$ cat config.mk
export PLATFORM = sky130hd
export DESIGN_NAME = param_conv_controller
export DESIGN_NICKNAME = d
export VERILOG_FILES = /design/src/rtl/conv_ctrl_pkg.sv /design/src/rtl/wrap_counter.sv /design/src/rtl/param_conv_controller.sv
export SDC_FILE = /design/constraint.sdc
export NUM_CORES = 1
export LEC_CHECK = 0
export ABC_AREA = 1
export CAP_MARGIN = 10
export CORE_UTILIZATION = 55
export CTS_BUF_LIST = sky130_fd_sc_hd__clkbuf_8
export DETAILED_ROUTE_END_ITERATION = 12
export MAX_ROUTING_LAYER = met4
export PLACE_DENSITY = 0.82
export SETUP_SLACK_MARGIN = 0.5
export SLEW_MARGIN = 20
export SYNTH_ARGS = -nofsm -noshare
export SYNTH_HDL_FRONTEND = slang
export SYNTH_SLANG_ARGS = --single-unit
$ cat constraint.sdc
create_clock -name clk -period 2.6 [get_ports clk]
set_input_delay 0.52 -clock clk [delete_from_list [all_inputs] [get_ports clk]]
set_output_delay 0.52 -clock clk [all_outputs]
set_load 0.005 [all_outputs]
$ cat src/rtl/conv_ctrl_pkg.sv
// Shared types and helpers for the parameterised convolution controller.
package conv_ctrl_pkg;

  typedef enum logic [2:0] {
    ST_IDLE,
    ST_LOAD_KERNEL,
    ST_LOAD_FEATURE,
    ST_COMMIT,
    ST_COMPUTE,
    ST_DRAIN
  } state_e;

  localparam logic [1:0] MODE_RESERVED = 2'd3;

  // Number of output beats needed to carry all channels of one tile.
  function automatic int output_beats(input int channels, input int per_beat);
    return (channels + per_beat - 1) / per_beat;
  endfunction

  function automatic logic [2:0] stride_of(input logic [1:0] mode);
    case (mode)
      2'd0:    return 3'd1;
      2'd1:    return 3'd2;
      2'd2:    return 3'd4;
      default: return 3'd0;
    endcase
  endfunction

endpackage

$ cat src/rtl/wrap_counter.sv
// Up-counter 0..MAX with synchronous clear, wrap on MAX and a last flag.
module wrap_counter #(
  parameter int          WIDTH = 4,
  parameter int unsigned MAX   = 1
) (
  input  logic             clk,
  input  logic             arst_n_in,
  input  logic             en,
  input  logic             clr,
  output logic [WIDTH-1:0] count,
  output logic             last
);

  logic [WIDTH-1:0] count_q, count_d;

  assign last  = (count_q == WIDTH'(MAX));
  assign count = count_q;

  always_comb begin
    count_d = count_q;
    if (clr) begin
      count_d = '0;
    end else if (en) begin
      count_d = last ? '0 : count_q + WIDTH'(1);
    end
  end

  always_ff @(posedge clk or negedge arst_n_in) begin
    if (!arst_n_in) count_q <= '0;
    else            count_q <= count_d;
  end

endmodule

$ cat src/rtl/param_conv_controller.sv
// Tile sequencer for a convolution engine: kernel load, feature load,
// overlapped compute / next-feature load / previous-tile output, final drain.
module param_conv_controller
  import conv_ctrl_pkg::*;
#(
  parameter int FEATURE_MAP_WIDTH  = 128,
  parameter int FEATURE_MAP_HEIGHT = 128,
  parameter int OUTPUT_NB_CHANNELS = 32,
  parameter int KERNEL_SIZE        = 3,
  parameter int NB_KERNEL_BANKS    = 16,
  parameter int FEATURE_BEATS      = 6,
  parameter int OUTS_PER_BEAT      = 3
) (
  input  logic clk,
  input  logic arst_n_in,
  input  logic start,
  input  logic abort,
  input  logic [1:0] conv_stride_mode,
  output logic running,
  output logic cfg_error,
  input  logic bus_valid,
  output logic bus_ready,
  output logic output_valid,
  input  logic output_ready,
  output logic driving_busses,
  output logic [$clog2(output_beats(OUTPUT_NB_CHANNELS, OUTS_PER_BEAT))-1:0] mux_output_select,
  output logic [$clog2(FEATURE_MAP_WIDTH)-1:0]  output_x,
  output logic [$clog2(FEATURE_MAP_HEIGHT)-1:0] output_y,
  output logic [$clog2(OUTPUT_NB_CHANNELS)-1:0] output_ch,
  output logic Feature_we,
  output logic Output_we,
  output logic [$clog2(FEATURE_BEATS+1)-1:0] mux_next_feature_we_select,
  output logic [$clog2(KERNEL_SIZE*KERNEL_SIZE)-1:0] mux9_select,
  output logic [$clog2(KERNEL_SIZE*KERNEL_SIZE)-1:0] KERNEL_read_addr,
  output logic [$clog2(KERNEL_SIZE*KERNEL_SIZE)-1:0] KERNEL_write_addr,
  output logic KERNEL_re,
  output logic product_valid,
  output logic mac_valid,
  output logic mac_accumulate_internal,
  output logic [$clog2(NB_KERNEL_BANKS+1)-1:0] mux_KERNEL_we_select
);

  localparam int OB   = output_beats(OUTPUT_NB_CHANNELS, OUTS_PER_BEAT);
  localparam int TAPS = KERNEL_SIZE * KERNEL_SIZE;
  localparam int XW   = $clog2(FEATURE_MAP_WIDTH);
  localparam int YW   = $clog2(FEATURE_MAP_HEIGHT);
  localparam int CW   = $clog2(OUTPUT_NB_CHANNELS);
  localparam int OSW  = $clog2(OB);
  localparam int OBW  = $clog2(OB + 1);
  localparam int FSW  = $clog2(FEATURE_BEATS + 1);
  localparam int AW   = $clog2(TAPS);
  localparam int TW   = $clog2(TAPS + 2);
  localparam int BSW  = $clog2(NB_KERNEL_BANKS + 1);

  state_e         state_q, state_d;
  logic [2:0]     stride_q, stride_d;
  logic [XW-1:0]  x_q, x_d, out_x_q, out_x_d, next_x;
  logic [YW-1:0]  y_q, y_d, out_y_q, out_y_d, next_y;
  logic           first_q, first_d, cfg_err_q, cfg_err_d;
  logic           last_x, last_y, last_tile, cnt_clr;
  logic           kaddr_en, kbank_en, feat_en, tap_en, ob_en;
  logic           kaddr_last, kbank_last, feat_last, tap_last, ob_last;
  logic           tap_done, feat_done, out_done;
  logic [AW-1:0]  kaddr;
  logic [BSW-1:0] kbank;
  logic [FSW-1:0] feat;
  logic [TW-1:0]  tap;
  logic [OBW-1:0] ob;

  wrap_counter #(.WIDTH(AW),  .MAX(TAPS - 1))            u_kaddr (.clk(clk), .arst_n_in(arst_n_in), .en(kaddr_en), .clr(cnt_clr), .count(kaddr), .last(kaddr_last));
  wrap_counter #(.WIDTH(BSW), .MAX(NB_KERNEL_BANKS - 1)) u_kbank (.clk(clk), .arst_n_in(arst_n_in), .en(kbank_en), .clr(cnt_clr), .count(kbank), .last(kbank_last));
  wrap_counter #(.WIDTH(FSW), .MAX(FEATURE_BEATS))       u_feat  (.clk(clk), .arst_n_in(arst_n_in), .en(feat_en),  .clr(cnt_clr), .count(feat),  .last(feat_last));
  wrap_counter #(.WIDTH(TW),  .MAX(TAPS + 1))            u_tap   (.clk(clk), .arst_n_in(arst_n_in), .en(tap_en),   .clr(cnt_clr), .count(tap),   .last(tap_last));
  wrap_counter #(.WIDTH(OBW), .MAX(OB))                  u_ob    (.clk(clk), .arst_n_in(arst_n_in), .en(ob_en),    .clr(cnt_clr), .count(ob),    .last(ob_last));

  // Every state change restarts the counters, so each phase starts from zero.
  assign cnt_clr = (state_d != state_q) || (state_q == ST_IDLE);

  assign last_x    = (int'(x_q) + int'(stride_q)) >= FEATURE_MAP_WIDTH;
  assign last_y    = (int'(y_q) + int'(stride_q)) >= FEATURE_MAP_HEIGHT;
  assign last_tile = last_x && last_y;
  assign next_y    = last_y ? '0 : YW'(int'(y_q) + int'(stride_q));
  assign next_x    = !last_y ? x_q : (last_x ? '0 : XW'(int'(x_q) + int'(stride_q)));

  // The tap counter parks at TAPS+1 so the mac cycle (TAPS) fires only once.
  assign tap_done  = (int'(tap) >= TAPS);
  assign feat_done = last_tile || feat_last;
  assign out_done  = first_q || ob_last;

  always_comb begin
    state_d    = state_q;
    stride_d   = stride_q;
    x_d        = x_q;
    y_d        = y_q;
    out_x_d    = out_x_q;
    out_y_d    = out_y_q;
    first_d    = first_q;
    cfg_err_d  = 1'b0;
    kaddr_en   = 1'b0;
    kbank_en   = 1'b0;
    feat_en    = 1'b0;
    tap_en     = 1'b0;
    ob_en      = 1'b0;
    bus_ready  = 1'b0;
    output_valid = 1'b0;
    Feature_we = 1'b0;
    Output_we  = 1'b0;
    KERNEL_re  = 1'b0;
    product_valid = 1'b0;
    mac_valid  = 1'b0;
    mac_accumulate_internal = 1'b1;
    KERNEL_read_addr  = '0;
    KERNEL_write_addr = '0;
    mux_output_select = '0;
    output_ch  = '0;
    mux_next_feature_we_select = FSW'(FEATURE_BEATS);
    mux_KERNEL_we_select       = BSW'(NB_KERNEL_BANKS);

    case (state_q)
      ST_IDLE: begin
        if (start) begin
          if (conv_stride_mode == MODE_RESERVED) begin
            cfg_err_d = 1'b1;
          end else begin
            stride_d = stride_of(conv_stride_mode);
            x_d      = '0;
            y_d      = '0;
            first_d  = 1'b1;
            state_d  = ST_LOAD_KERNEL;
          end
        end
      end
      ST_LOAD_KERNEL: begin
        bus_ready         = 1'b1;
        KERNEL_write_addr = kaddr;
        if (bus_valid) begin
          mux_KERNEL_we_select = kbank;
          kaddr_en = 1'b1;
          kbank_en = kaddr_last;
          if (kaddr_last && kbank_last) state_d = ST_LOAD_FEATURE;
        end
      end
      ST_LOAD_FEATURE: begin
        bus_ready = 1'b1;
        if (bus_valid) begin
          mux_next_feature_we_select = feat;
          feat_en = 1'b1;
          if (feat == FSW'(FEATURE_BEATS - 1)) state_d = ST_COMMIT;
        end
      end
      ST_COMMIT: begin
        Feature_we = 1'b1;
        Output_we  = !first_q;
        if (!first_q) begin
          out_x_d = x_q;
          out_y_d = y_q;
          x_d     = next_x;
          y_d     = next_y;
        end
        state_d = ST_COMPUTE;
      end
      ST_COMPUTE: begin
        tap_en = !tap_last;
        if (int'(tap) < TAPS) begin
          product_valid    = 1'b1;
          KERNEL_re        = 1'b1;
          KERNEL_read_addr = AW'(tap);
        end
        if (tap != '0 && int'(tap) <= TAPS) begin
          mac_valid = 1'b1;
          mac_accumulate_internal = (tap != TW'(1));
        end
        if (!feat_done) begin
          bus_ready = 1'b1;
          if (bus_valid) begin
            mux_next_feature_we_select = feat;
            feat_en = 1'b1;
          end
        end
        if (!out_done) begin
          output_valid      = 1'b1;
          mux_output_select = OSW'(ob);
          output_ch         = CW'(int'(ob) * OUTS_PER_BEAT);
          ob_en             = output_ready;
        end
        if (tap_done && feat_done && out_done) begin
          if (last_tile) begin
            // The final tile has no following COMMIT, so its results are written here.
            Output_we = 1'b1;
            out_x_d   = x_q;
            out_y_d   = y_q;
            state_d   = ST_DRAIN;
          end else begin
            first_d = 1'b0;
            state_d = ST_COMMIT;
          end
        end
      end
      ST_DRAIN: begin
        output_valid      = 1'b1;
        mux_output_select = OSW'(ob);
        output_ch         = CW'(int'(ob) * OUTS_PER_BEAT);
        ob_en             = output_ready;
        if (output_ready && ob == OBW'(OB - 1)) state_d = ST_IDLE;
      end
      default: state_d = ST_IDLE;
    endcase

    if (abort && state_q != ST_IDLE) state_d = ST_IDLE;
  end

  assign mux9_select    = KERNEL_read_addr;
  assign driving_busses = output_valid;
  assign running        = (state_q != ST_IDLE);
  assign cfg_error      = cfg_err_q;
  assign output_x       = out_x_q;
  assign output_y       = out_y_q;

  always_ff @(posedge clk or negedge arst_n_in) begin
    if (!arst_n_in) begin
      state_q   <= ST_IDLE;
      stride_q  <= '0;
      x_q       <= '0;
      y_q       <= '0;
      out_x_q   <= '0;
      out_y_q   <= '0;
      first_q   <= 1'b0;
      cfg_err_q <= 1'b0;
    end else begin
      state_q   <= state_d;
      stride_q  <= stride_d;
      x_q       <= x_d;
      y_q       <= y_d;
      out_x_q   <= out_x_d;
      out_y_q   <= out_y_d;
      first_q   <= first_d;
      cfg_err_q <= cfg_err_d;
    end
  end

endmodule

After elaboration in Yosys (flattened, before gate mapping). Index checks and enable logic that the tools add are counted. Widths: inputs -> output; s select.

Div/mod/pow operators: 0. Reductions and logical operators: 30. Bitwise gates (word level): 1. Shift operators: 0. Muxes and demuxes: 87. Add/subtract/negate cells: 7. $mul: 1. Equal/unequal tests: 24. $lt $le $gt $ge: 5.

Operators with widths (number): $mux 7 (13); $ge 32x9->1 const B (2); $pmux 7 s2 (4); $mux 4 (13); $mux 3 (15); $mux 5 (6); $mux 1 (25); $pmux 3 s6 (1); $add 7x3->8 (2); $eq 4x4->1 const B (4); $reduce_bool 2->1 (8); $ne 2x2->1 const B (7); $add 4x1->4 const B (3); $eq 3x3->1 const B (4); $pmux 1 s2 (6); $pmux 5 s2 (1); $reduce_and 5->1 (2); $pmux 3 s3 (1); $pmux 4 s2 (1); $reduce_and 4->1 (2); $logic_and 1x1->1 (7); $eq 3x2->1 const B (2); $pmux 3 s2 (1); $add 5x1->5 const B (1); 20 further kinds (24).

Bits in read-only memories: 0. Memories kept: 0. Latch bits: 0. Output and inout bits: 54. Bits in registers: 56. Input bits: 8. RAM bits: 0.

Depth between registers and ports, before layout. Gate-level depths: netlist of the first run.

Depth in word-level cells: 12. Gate-level depth with buffers: 18.

Hierarchy. Synthesis of the first run repeated with hierarchy kept, for this count alone.

Cells, all modules: 482. Area, all modules: 3648.5 sq um.

By module, submodules not included: param_conv_controller (area each 2492.4 sq um, sequential area each 900.9 sq um, cells an instance 325, times used 1); wrap_counter at u_tap (area each 262.8 sq um, sequential area each 100.1 sq um, cells an instance 38, times used 1); wrap_counter at u_kbank (area each 261.5 sq um, sequential area each 125.1 sq um, cells an instance 34, times used 1); wrap_counter at u_kaddr (area each 244.0 sq um, sequential area each 100.1 sq um, cells an instance 31, times used 1); wrap_counter at u_ob (area each 216.5 sq um, sequential area each 100.1 sq um, cells an instance 29, times used 1); wrap_counter at u_feat (area each 171.4 sq um, sequential area each 75.1 sq um, cells an instance 25, times used 1).

Worst setup path before layout of the first run. Ideal clock, no wire load.

Kind: register -> output. Start point: reg stride_q[1]. End point: out Output_we. Stages on the path, launching flop included: 12. Data required time: 2.080 ns. Data arrival time: 1.771 ns. Setup slack: 0.309 ns. Buffers on the path: 2. Path through: dfrtp_1 ha_1 nand2_1 nand2_1 nand2_1 nor2_4 nand2_4 nand2_4 nand2_2 o32ai_2 buf_4 buf_6.

Cells in the longest elaborated chain, start to end: 8. Elaborated cells between the ends (all ways): 11. Classes of those cells: add/sub: 2; order compare: 2; mux: 3; reduce/logical: 4.

Ends and longest elaborated chain: start: declaration (RTL line param_conv_controller.sv:56) `logic [2:0] stride_q, stride_d;`; start signal: assignment (RTL line param_conv_controller.sv:231) `stride_q <= stride_d;`; $add 7x3->8, on equally long branches; $ge 32x9->1, on equally long branches (RTL line param_conv_controller.sv:79, param_conv_controller.sv:80); $logic_and 1x1->1 * (RTL line param_conv_controller.sv:81) `assign last_tile = last_x && last_y;`; $logic_or 1x1->1 (RTL line param_conv_controller.sv:87) `assign feat_done = last_tile || feat_last;`; $logic_and 1x1->1 (2 in a row) (RTL line param_conv_controller.sv:186) `if (tap_done && feat_done && out_done) begin`; $mux 1 * (RTL line param_conv_controller.sv:186); $pmux 1 s2 * (RTL line param_conv_controller.sv:119) `case (state_q)`; end: declaration (RTL line param_conv_controller.sv:31) `output logic Output_we,`.

Mark *: on every way between the ends. The rest lies on a longest branch, timed or not.

Worst setup path in the final report of the first run.
Start point: reg stride_q[1]. End point: reg u_tap.count_q[3] (netlist: u_tap.count[3]).

Cells in the longest elaborated chain, start to end: 12. Elaborated cells between the ends (all ways): 16. Classes of those cells: add/sub: 2; order compare: 2; eq/ne: 1; mux: 5; reduce/logical: 6.

Ends and longest elaborated chain: $add 7x3->8, on equally long branches; $ge 32x9->1, on equally long branches (RTL line param_conv_controller.sv:79, param_conv_controller.sv:80); $logic_and 1x1->1 * (RTL line param_conv_controller.sv:81); $logic_or 1x1->1 (RTL line param_conv_controller.sv:87); $logic_and 1x1->1 (2 in a row) (RTL line param_conv_controller.sv:186); $mux 3 * (RTL line param_conv_controller.sv:186); $pmux 3 s6 * (RTL line param_conv_controller.sv:119); $mux 3 * (RTL line param_conv_controller.sv:209) `if (abort && state_q != ST_IDLE) state_d = ST_IDLE;`; $ne 3x3->1 * (RTL line param_conv_controller.sv:77) `assign cnt_clr = (state_d != state_q) || (state_q == ST_IDLE);`; $logic_or 1x1->1 * (RTL line param_conv_controller.sv:77); $mux 4 / $reduce_bool 2->1 (equally long branches); end signal: assignment (RTL line wrap_counter.sv:30) `else count_q <= count_d;`; end: declaration (RTL line wrap_counter.sv:14) `logic [WIDTH-1:0] count_q, count_d;`.

Marked as above. A chain may end at the register's enable or synchronous reset.

==> key figures, run 1 <==
Outcome
  – Result of the run: complete, but fails checks
  – Failing checks: negative setup slack

Yosys
  – Area of the mapped netlist: 3610 um^2
  – Mapped Nets: ~500
  – Count of different cell masters after synthesis: 39
  – Fraction of the mapped netlist area in adder cells: 0.0652
  – Synthesized netlist cell count: 471
  – Register bit count reported by yosys: 56
  – Basic-gate share of the synthesized area counting and, or, nand and nor cells: 0.297
  – Mean cell area of the mapped netlist: between 7 and 8 um^2
  – Synthesis warning total: 0
  – Share of cell area taken by muxes after synthesis: 0
  – Register area share after synthesis: 0.388
  – Main combinational cell family by area after synthesis: simple AND/OR/NAND/NOR gates
  – Post-synthesis compound-gate area fraction: 0.106
  – Post-Synth XOR/XNOR Area: 0.0170

Layout
  – Antenna fix cells: 0
  – Filler Cell Count: a little over 300
  – Count of non-filler cells in the finished layout: 693
  – Post-layout instance area: 5480 um^2
  – Final cell utilization of the core: 0.864
  – Layout Area Growth over Synthesis: 51.9%
  – Count of nets after finishing: 640
  – Fraction of layout instances using a drive strength above 1: 0.433

Clock tree
  – Cell at the root of the clock tree: clkbuf_8
  – Skew-Pair Late Insertion Delay: around 0.34 ns
  – Maximum count of clock buffers along a single path: 2
  – Maximum level of the CTS H-tree: 2
  – Cts bufs inserted: 5
  – Clock input transition at the sequential cells of the worst setup and hold paths: approximately 0.11 ns
  – CTS tree: built
  – Sinks on Clock Net: 56
  – Number of buffers added to fix hold violations after cts: 0

Power
  – Leak: about 2.6 nW
  – Proportion of power drawn by flip-flops and latches: 0.320
  – Switching power total: 1.20 mW
  – Proportion of power drawn by combinational gates: 0.485
  – Clk network pwr share: 0.195
  – Sw frac: 0.384
  – Pwr dens: 572 nW/um^2
  – Int Pwr: about 1.9 mW
  – IR drop worst, VDD: 0.638 mV

Routing
  – Number of nets still failing antenna checks after routing: 0
  – Total number of vias: approximately 4,200
  – First DRT Iteration DRCs: between 300 and 400
  – Remaining design rule violation count: 0
  – Number of iterations in the first detailed-routing pass: 5
  – Average vias per placed instance: just over 6
  – Routed WL: roughly 14,000 um
  – Detail-routed net length per standard cell: 20.5 um

Placement
  – Global placer's final weighted congestion: between 0.8 and 0.9
  – Cell Area, Placed: 4410 um^2
  – Final HPWL from detailed placement: 5990 um
  – Cell Count Post-Placement: 619
  – Number of I/O port buffers: 61

STA
  – Upper clock frequency limit: 368 MHz
  – Tmin final: approximately 2.7 ns
  – Worst-case clock skew: roughly 0.013 ns
  – Count of final hold-check violations: 0
  – Final Max Tran Viols: 0
  – Headroom to the max-slew limit: 0.574
  – Post-route fraction of the period consumed by the critical path: 1.04
  – Setup slack after layout: -0.117 ns
  – Worst Tran Pin Value: around 0.64 ns
  – Endpoints failing setup: 24
  – RSZ-0062 raised after global routing: yes

Setup path
  – Worst-case reg-to-reg path depth: 18
  – End of the worst register-to-register path: u_tap.count[3]
  – Cell seen most often among critical-path stages: nand2_1
  – Slowest CP cell: dfrtp_2
  – Type of the worst setup path: register to register
  – Top cell family by delay on the critical path: simple AND/OR/NAND/NOR gates
  – Launching point of the worst reg2reg path: stride_q[1]
  – Worst Path Max Fanout: 5
  – Number of stages on the worst setup path: 18
  – Crit path required time: ~2.8 ns
  – Number of buffers and inverters on the critical path: 5
  – Data arrival time of the critical path: ~3 ns
  – Worst path cell trace: ha_4, nand2_1, nand2_2, buf_4, buf_4, nand3_1, nor2_1, a21oi_1, nand2_1, nand2_2, nand2_1, nand2_1, nand2_1, inv_2, nand2_4, buf_6, buf_16, nor2_2
  – Setup crit start kind: register
  – Delay of the slowest critical-path stage: between 0.4 and 0.5 ns
  – Worst R2R Setup Slack: -0.12 ns
  – Worst Setup End Kind: register

Global routing
  – Largest net degree at the start of global routing: 29
  – Number of global-route vias before repair: about 4,000
  – Aggregate global routing overflow: 0
  – Gr usage total: 0.357
  – Global-route wire length before repair: 18,800 um
  – Initial antenna violation count: 0

Die
  – Placement Rows: 29
  – Chip Height: about 83 um
  – Die Area: 6890 um^2
  – Number of top-level design ports: 62
  – Starting density of the core: 0.568
  – Core area: 6350 um^2
  – Die X-Extent: ~83 um

Run
  – Max-cap violations: 0

Hold path
  – Hold Path Class: input pin to asynchronous set/reset pin
-- cell usage in the layout, fill, tap and decap left out, types with 16 or more instances in the layout --
cell type,instances
nand2_1,78
inv_1,67
buf_4,61
dfrtp_1,51
buf_2,32
nor2_2,26
buf_6,25
nor2_1,24
nor2_4,21
nand3_1,20
clkdlybuf4s50_1,20
o21ai_0,19
inv_2,18
o21ai_1,16
-- cells by family after synthesis --
kind of cell / Yosys count
xor+xnor: 7
simple gates: 219
fa+ha+maj: 17
flops: 56
buf+inv: 106
compound gates: 66
-- sequential cells by signal, indices dropped and copies added, names as in the netlist --
signal	cells
output_x	7
output_y	7
x_q	7
y_q	7
u_kbank.count	5
u_kaddr.count	4
u_ob.count	4
u_tap.count	4
state_q	3
stride_q	3
u_feat.count	3
cfg_error	1
first_q	1
-- final cells by class --
| type | count | area [um^2] | share of cell area |
|---|---|---|---|
| multi-input cells | 310 | 2190 | 0.399 |
| flip-flops and latches | 56 | 1410 | 0.257 |
| repair buffers | 152 | 1320 | 0.240 |
| inverters | 90 | 368 | 0.0671 |
| well taps | 77 | 96.3 | 0.0176 |
| clock buffers | 5 | 68.8 | 0.0125 |
| clock inverters | 3 | 38.8 | 0.00707 |
-- layer usage --
layer | GRT usage | part of all wire
met4 | 0.212 | 0.081
met1 | 0.378 | 0.35
met3 | 0.0626 | 0.086
met5 | - | 0
met2 | 0.624 | 0.49
-- cell usage after synthesis --
cell / instances / area, um^2
a21oi_1: 17 / 85.1
nand3_2: 1 / 10.0
o32ai_1: 1 / 8.76
buf_6: 3 / 33.8
a22o_1: 1 / 8.76
nand4_1: 8 / 50.1
nor3b_1: 1 / 7.51
nor2_4: 7 / 78.8
ha_1: 14 / 175
o22ai_1: 1 / 6.26
nand3_4: 1 / 17.5
dfrtp_1: 56 / 1400
nor3_2: 3 / 30.0
o32ai_2: 1 / 16.3
inv_2: 16 / 60.1
xor2_1: 6 / 52.6
buf_2: 5 / 25.0
nand2_1: 91 / 342
nand3_1: 24 / 120
nor3_1: 9 / 45.0
o2111ai_1: 1 / 8.76
nor2_2: 24 / 150
xnor2_1: 1 / 8.76
nand2_2: 6 / 37.5
buf_4: 8 / 60.1
o21ai_0: 19 / 95.1
o41ai_2: 1 / 16.3
inv_1: 74 / 278
o21a_1: 1 / 7.51
o21ai_1: 17 / 85.1
o31ai_1: 2 / 15.0
or2_1: 1 / 6.26
fa_1: 3 / 60.1
a21o_1: 2 / 15.0
or2_2: 1 / 6.26
a211oi_1: 1 / 7.51
nor2_1: 40 / 150
a31oi_1: 1 / 6.26
nand2_4: 2 / 22.5
-- worst reg2reg max path: stages (launching register included) --
cell and delay, ns:
dfrtp_2 0.48, ha_4 0.27, nand2_1 0.06, nand2_2 0.11
buf_4 0.12, buf_4 0.11, nand3_1 0.17, nor2_1 0.24
a21oi_1 0.12, nand2_1 0.10, nand2_2 0.08, nand2_1 0.12
nand2_1 0.07, nand2_1 0.09, inv_2 0.06, nand2_4 0.12
buf_6 0.14, buf_16 0.12, nor2_2 0.04
-- power by group through the flow --
stage                     clock, mW  combinational (mW)  sequential (mW)
after floorplan                   0               0.482            0.982
after global placement            0               0.748            0.980
after detailed placement          0               0.764            0.982
after CTS                     0.580                1.24            0.977
after global routing          0.643                1.58             1.01
final                         0.610                1.52             1.00
-- worst max path at each step --
stage                      startpoint                            end  slack, ns
after global routing      stride_q[1]               u_kbank.count[3]      -0.20
after floorplan           stride_q[1]                      Output_we       0.35
after global placement    stride_q[2]  mux_next_feature_we_select[0]      -0.08
after detailed placement  stride_q[2]  mux_next_feature_we_select[0]      -0.14
final                     stride_q[1]                 u_tap.count[3]      -0.12
after CTS                 stride_q[2]  mux_next_feature_we_select[0]      -0.02
-- metrics by stage --
stage	power [mW]	setup TNS [ns]	worst slack (ns)	hold slack (ns)
final	3.14	-2.19	-0.117	0.186
after global routing	3.23	-3.79	-0.195	0.203
after CTS	2.79	-0.0339	-0.0201	0.209
after detailed placement	1.75	-0.471	-0.135	0.507
after global placement	1.73	-0.139	-0.0766	0.497
after floorplan	1.46	0	0.352	0.224
-- timing repair --
| item | in CTS | in global routing |
|---|---|---|
| pin swaps | 31 | 33 |
| setup buffers | 43 | 19 |
| gates cloned | 4 | 0 |
| endpoints found under the setup margin | 73 | 81 |
| resized for setup | 206 | 77 |
| endpoints found under the hold margin | 0 | 0 |
(Power assumes the default switching activity.)
==> inputs of run 2 (changes only) <==
clock period = 2.7 ns   (was 2.6 ns; I/O delays follow)
==> run 2 against run 1 <==
The run still ends with negative setup slack left. Cell area is 0.21% lower. Via count is 5.4% lower. First-iteration DRC count is 7.0% higher. Critical path type is now register to output pin. Critical endpoint is now Output_we.
==> key figures, run 2 (synthesized netlist as in run 1, its figures left out) <==
Die
  – Number of top-level design ports: 62
  – Starting density of the core: 0.568
  – Die X-Extent: between 80 and 90 um
  – Core area: 6350 um^2
  – Placement Rows: 29
  – Die Area: 6890 um^2
  – Chip Height: a little over 80 um

Layout
  – Most common library cell in the layout ignoring fill and taps: nand2_1
  – Fraction of layout instances using a drive strength above 1: 0.399
  – Post-layout instance area: ~5500 um^2
  – Antenna fix cells: 0
  – Final cell utilization of the core: 0.862
  – Count of nets after finishing: ~640
  – Filler Cell Count: 310
  – Storage cell area: 1410 um^2
  – Leading cell types in the layout, fill and taps excluded: 78 x nand2_1, 68 x inv_1, 60 x buf_4, 51 x dfrtp_1, 29 x nor2_1
  – Count of non-filler cells in the finished layout: slightly below 700
  – Combined area of the multi-input logic cells: ~2200 um^2
  – Layout Area Growth over Synthesis: 51.6%

STA
  – Upper clock frequency limit: between 300 and 400 MHz
  – Endpoints failing setup: 1
  – Worst-case clock skew: between 0.01 and 0.015 ns
  – Final Max Tran Viols: 0
  – Post-route fraction of the period consumed by the critical path: 1.00
  – Count of final hold-check violations: 0
  – Headroom to the max-slew limit: 0.601
  – Tmin final: approximately 2.7 ns
  – Setup slack after layout: -0.0127 ns
  – RSZ-0062 raised after global routing: yes
  – Final total negative setup slack: -0.0127 ns
  – Worst Tran Pin Value: about 0.6 ns

Setup path
  – Crit path required time: roughly 2.2 ns
  – Worst Setup End Kind: output pin
  – Data arrival time of the critical path: between 2 and 2.5 ns
  – Setup crit start kind: register
  – Worst Path Max Fanout: 4
  – Worst path cell trace: ha_4, nand2_4, nand2_4, nand2_4, nor2_4, nand2_4, nand2_4, nand2_4, o32ai_4, buf_2
  – Cell seen most often among critical-path stages: nand2_4
  – Number of buffers and inverters on the critical path: 1
  – Slowest CP cell: dfrtp_2
  – Type of the worst setup path: register to output pin
  – Top cell family by delay on the critical path: simple AND/OR/NAND/NOR gates
  – Delay of the slowest critical-path stage: 0.47 ns

Clock tree
  – Cts bufs inserted: 5
  – CTS tree: built
  – Cell at the root of the clock tree: clkbuf_8
  – Clock input transition at the sequential cells of the worst setup and hold paths: about 0.11 ns
  – Sinks on Clock Net: 56
  – Maximum count of clock buffers along a single path: 2
  – Maximum level of the CTS H-tree: 2
  – Number of buffers added to fix hold violations after cts: 0
  – Skew-Pair Late Insertion Delay: 0.33 ns

Outcome
  – Result of the run: complete, but fails checks
  – Failing checks: negative setup slack

Placement
  – Cell Count Post-Placement: 612
  – Number of I/O port buffers: slightly above 60
  – Final HPWL from detailed placement: between 5000 and 6000 um
  – Global placer's final weighted congestion: 0.949
  – Cell Area, Placed: around 4400 um^2

Routing
  – Average vias per placed instance: ~5.8
  – First DRT Iteration DRCs: 400
  – Remaining design rule violation count: 0
  – Number of nets still failing antenna checks after routing: 0
  – Number of iterations in the first detailed-routing pass: 5
  – Routed WL: ~13,000 um
  – Total number of vias: 3,979
  – Detail-routed net length per standard cell: 19.0 um

Global routing
  – Gr usage total: 0.321
  – Largest net degree at the start of global routing: 34
  – Aggregate global routing overflow: 0
  – Number of global-route vias before repair: 3,655
  – Global-route wire length before repair: approximately 17,000 um
  – Initial antenna violation count: 0

Power
  – Leak: 2.65 nW
  – IR drop worst, VDD: approximately 0.5 mV
  – Pwr dens: roughly 550 nW/um^2
  – Overall Power: approximately 3.0 mW

Hold path
  – Hold Path Class: input pin to asynchronous set/reset pin

Run
  – Max-cap violations: 0
run 2: changes by cell type in the layout (fill, tap and decap cells not counted), moves of 2 or more:
| cell | previous run | this run |
|---|---|---|
| buf_2 | 32 | 14 |
| buf_12 | 4 | 6 |
| dlygate4sd2_1 | 1 | 9 |
| dlymetal6s2s_1 | 2 | 4 |
| nor2_1 | 24 | 29 |
| clkbuf_2 | 4 | 12 |
| nor2_4 | 21 | 27 |
| nor3_4 | 5 | 3 |
| buf_6 | 25 | 19 |
| nor2_2 | 26 | 15 |
| inv_2 | 18 | 20 |
run 2: what timing repair did:
item	4_1_cts	5_1_grt
pin swaps	28	27
gates cloned	4	0
setup buffers	37	28
resized for setup	132	88
endpoints found under the setup margin	72	73
run 2: metal layers:
metal,routed length (um),up-vias,track usage
li1,-,1753,-
met1,4850,1866,0.351
met2,6370,271,0.575
met3,1020,89,0.0408
met4,853,0,0.161
met5,0,-,-
run 2: final cells by class:
cell class | count | share of cell area
tap | 77 | 0.0176
inverter | 90 | 0.0636
multi-input combinational | 310 | 0.398
sequential | 56 | 0.257
timing repair buffer | 148 | 0.244
clock inverter | 3 | 0.00709
clock buffer | 5 | 0.0126
run 2: per-stage QoR:
| step | worst slack, ns | hold slack (ns) |
|---|---|---|
| global placement | 0.00337 | 0.495 |
| global route | -0.109 | 0.245 |
| CTS | 0.0291 | 0.231 |
| detailed placement | -0.0490 | 0.509 |
| floorplan | 0.432 | 0.244 |
| finish | -0.0127 | 0.210 |
run 2: power breakdown:
part           internal [mW]  total [mW]  leakage [nW]  switching [mW]
clock                  0.273       0.572        0.0593           0.299
combinational          0.722        1.50          1.82           0.783
sequential             0.885       0.957         0.767          0.0719
total                   1.88        3.03          2.65            1.15
run 2: final timing paths:
check / start / to / slack, ns / cells after the start
max: stride_q[1] / Output_we / -0.01 / 10
min: arst_n_in / u_kaddr.count[1] / 0.21 / 1
max reg2reg: stride_q[1] / u_feat.count[2] / 0.06 / 18
min reg2reg: output_y[4] / output_y[4] / 0.53 / 2
max in group asynchronous: arst_n_in / stride_q[1] / 1.89 / 2
min in group clk: output_y[4] / output_y[4] / 0.53 / 2
run 2: worst register-to-register path, delay by kind of cell, from the launching register on:
family	cells	cell delay [ns]
and+or+nand+nor	14	1.38
DFF	1	0.47
buffers and inverters	3	0.42
adders and majority gates	1	0.31
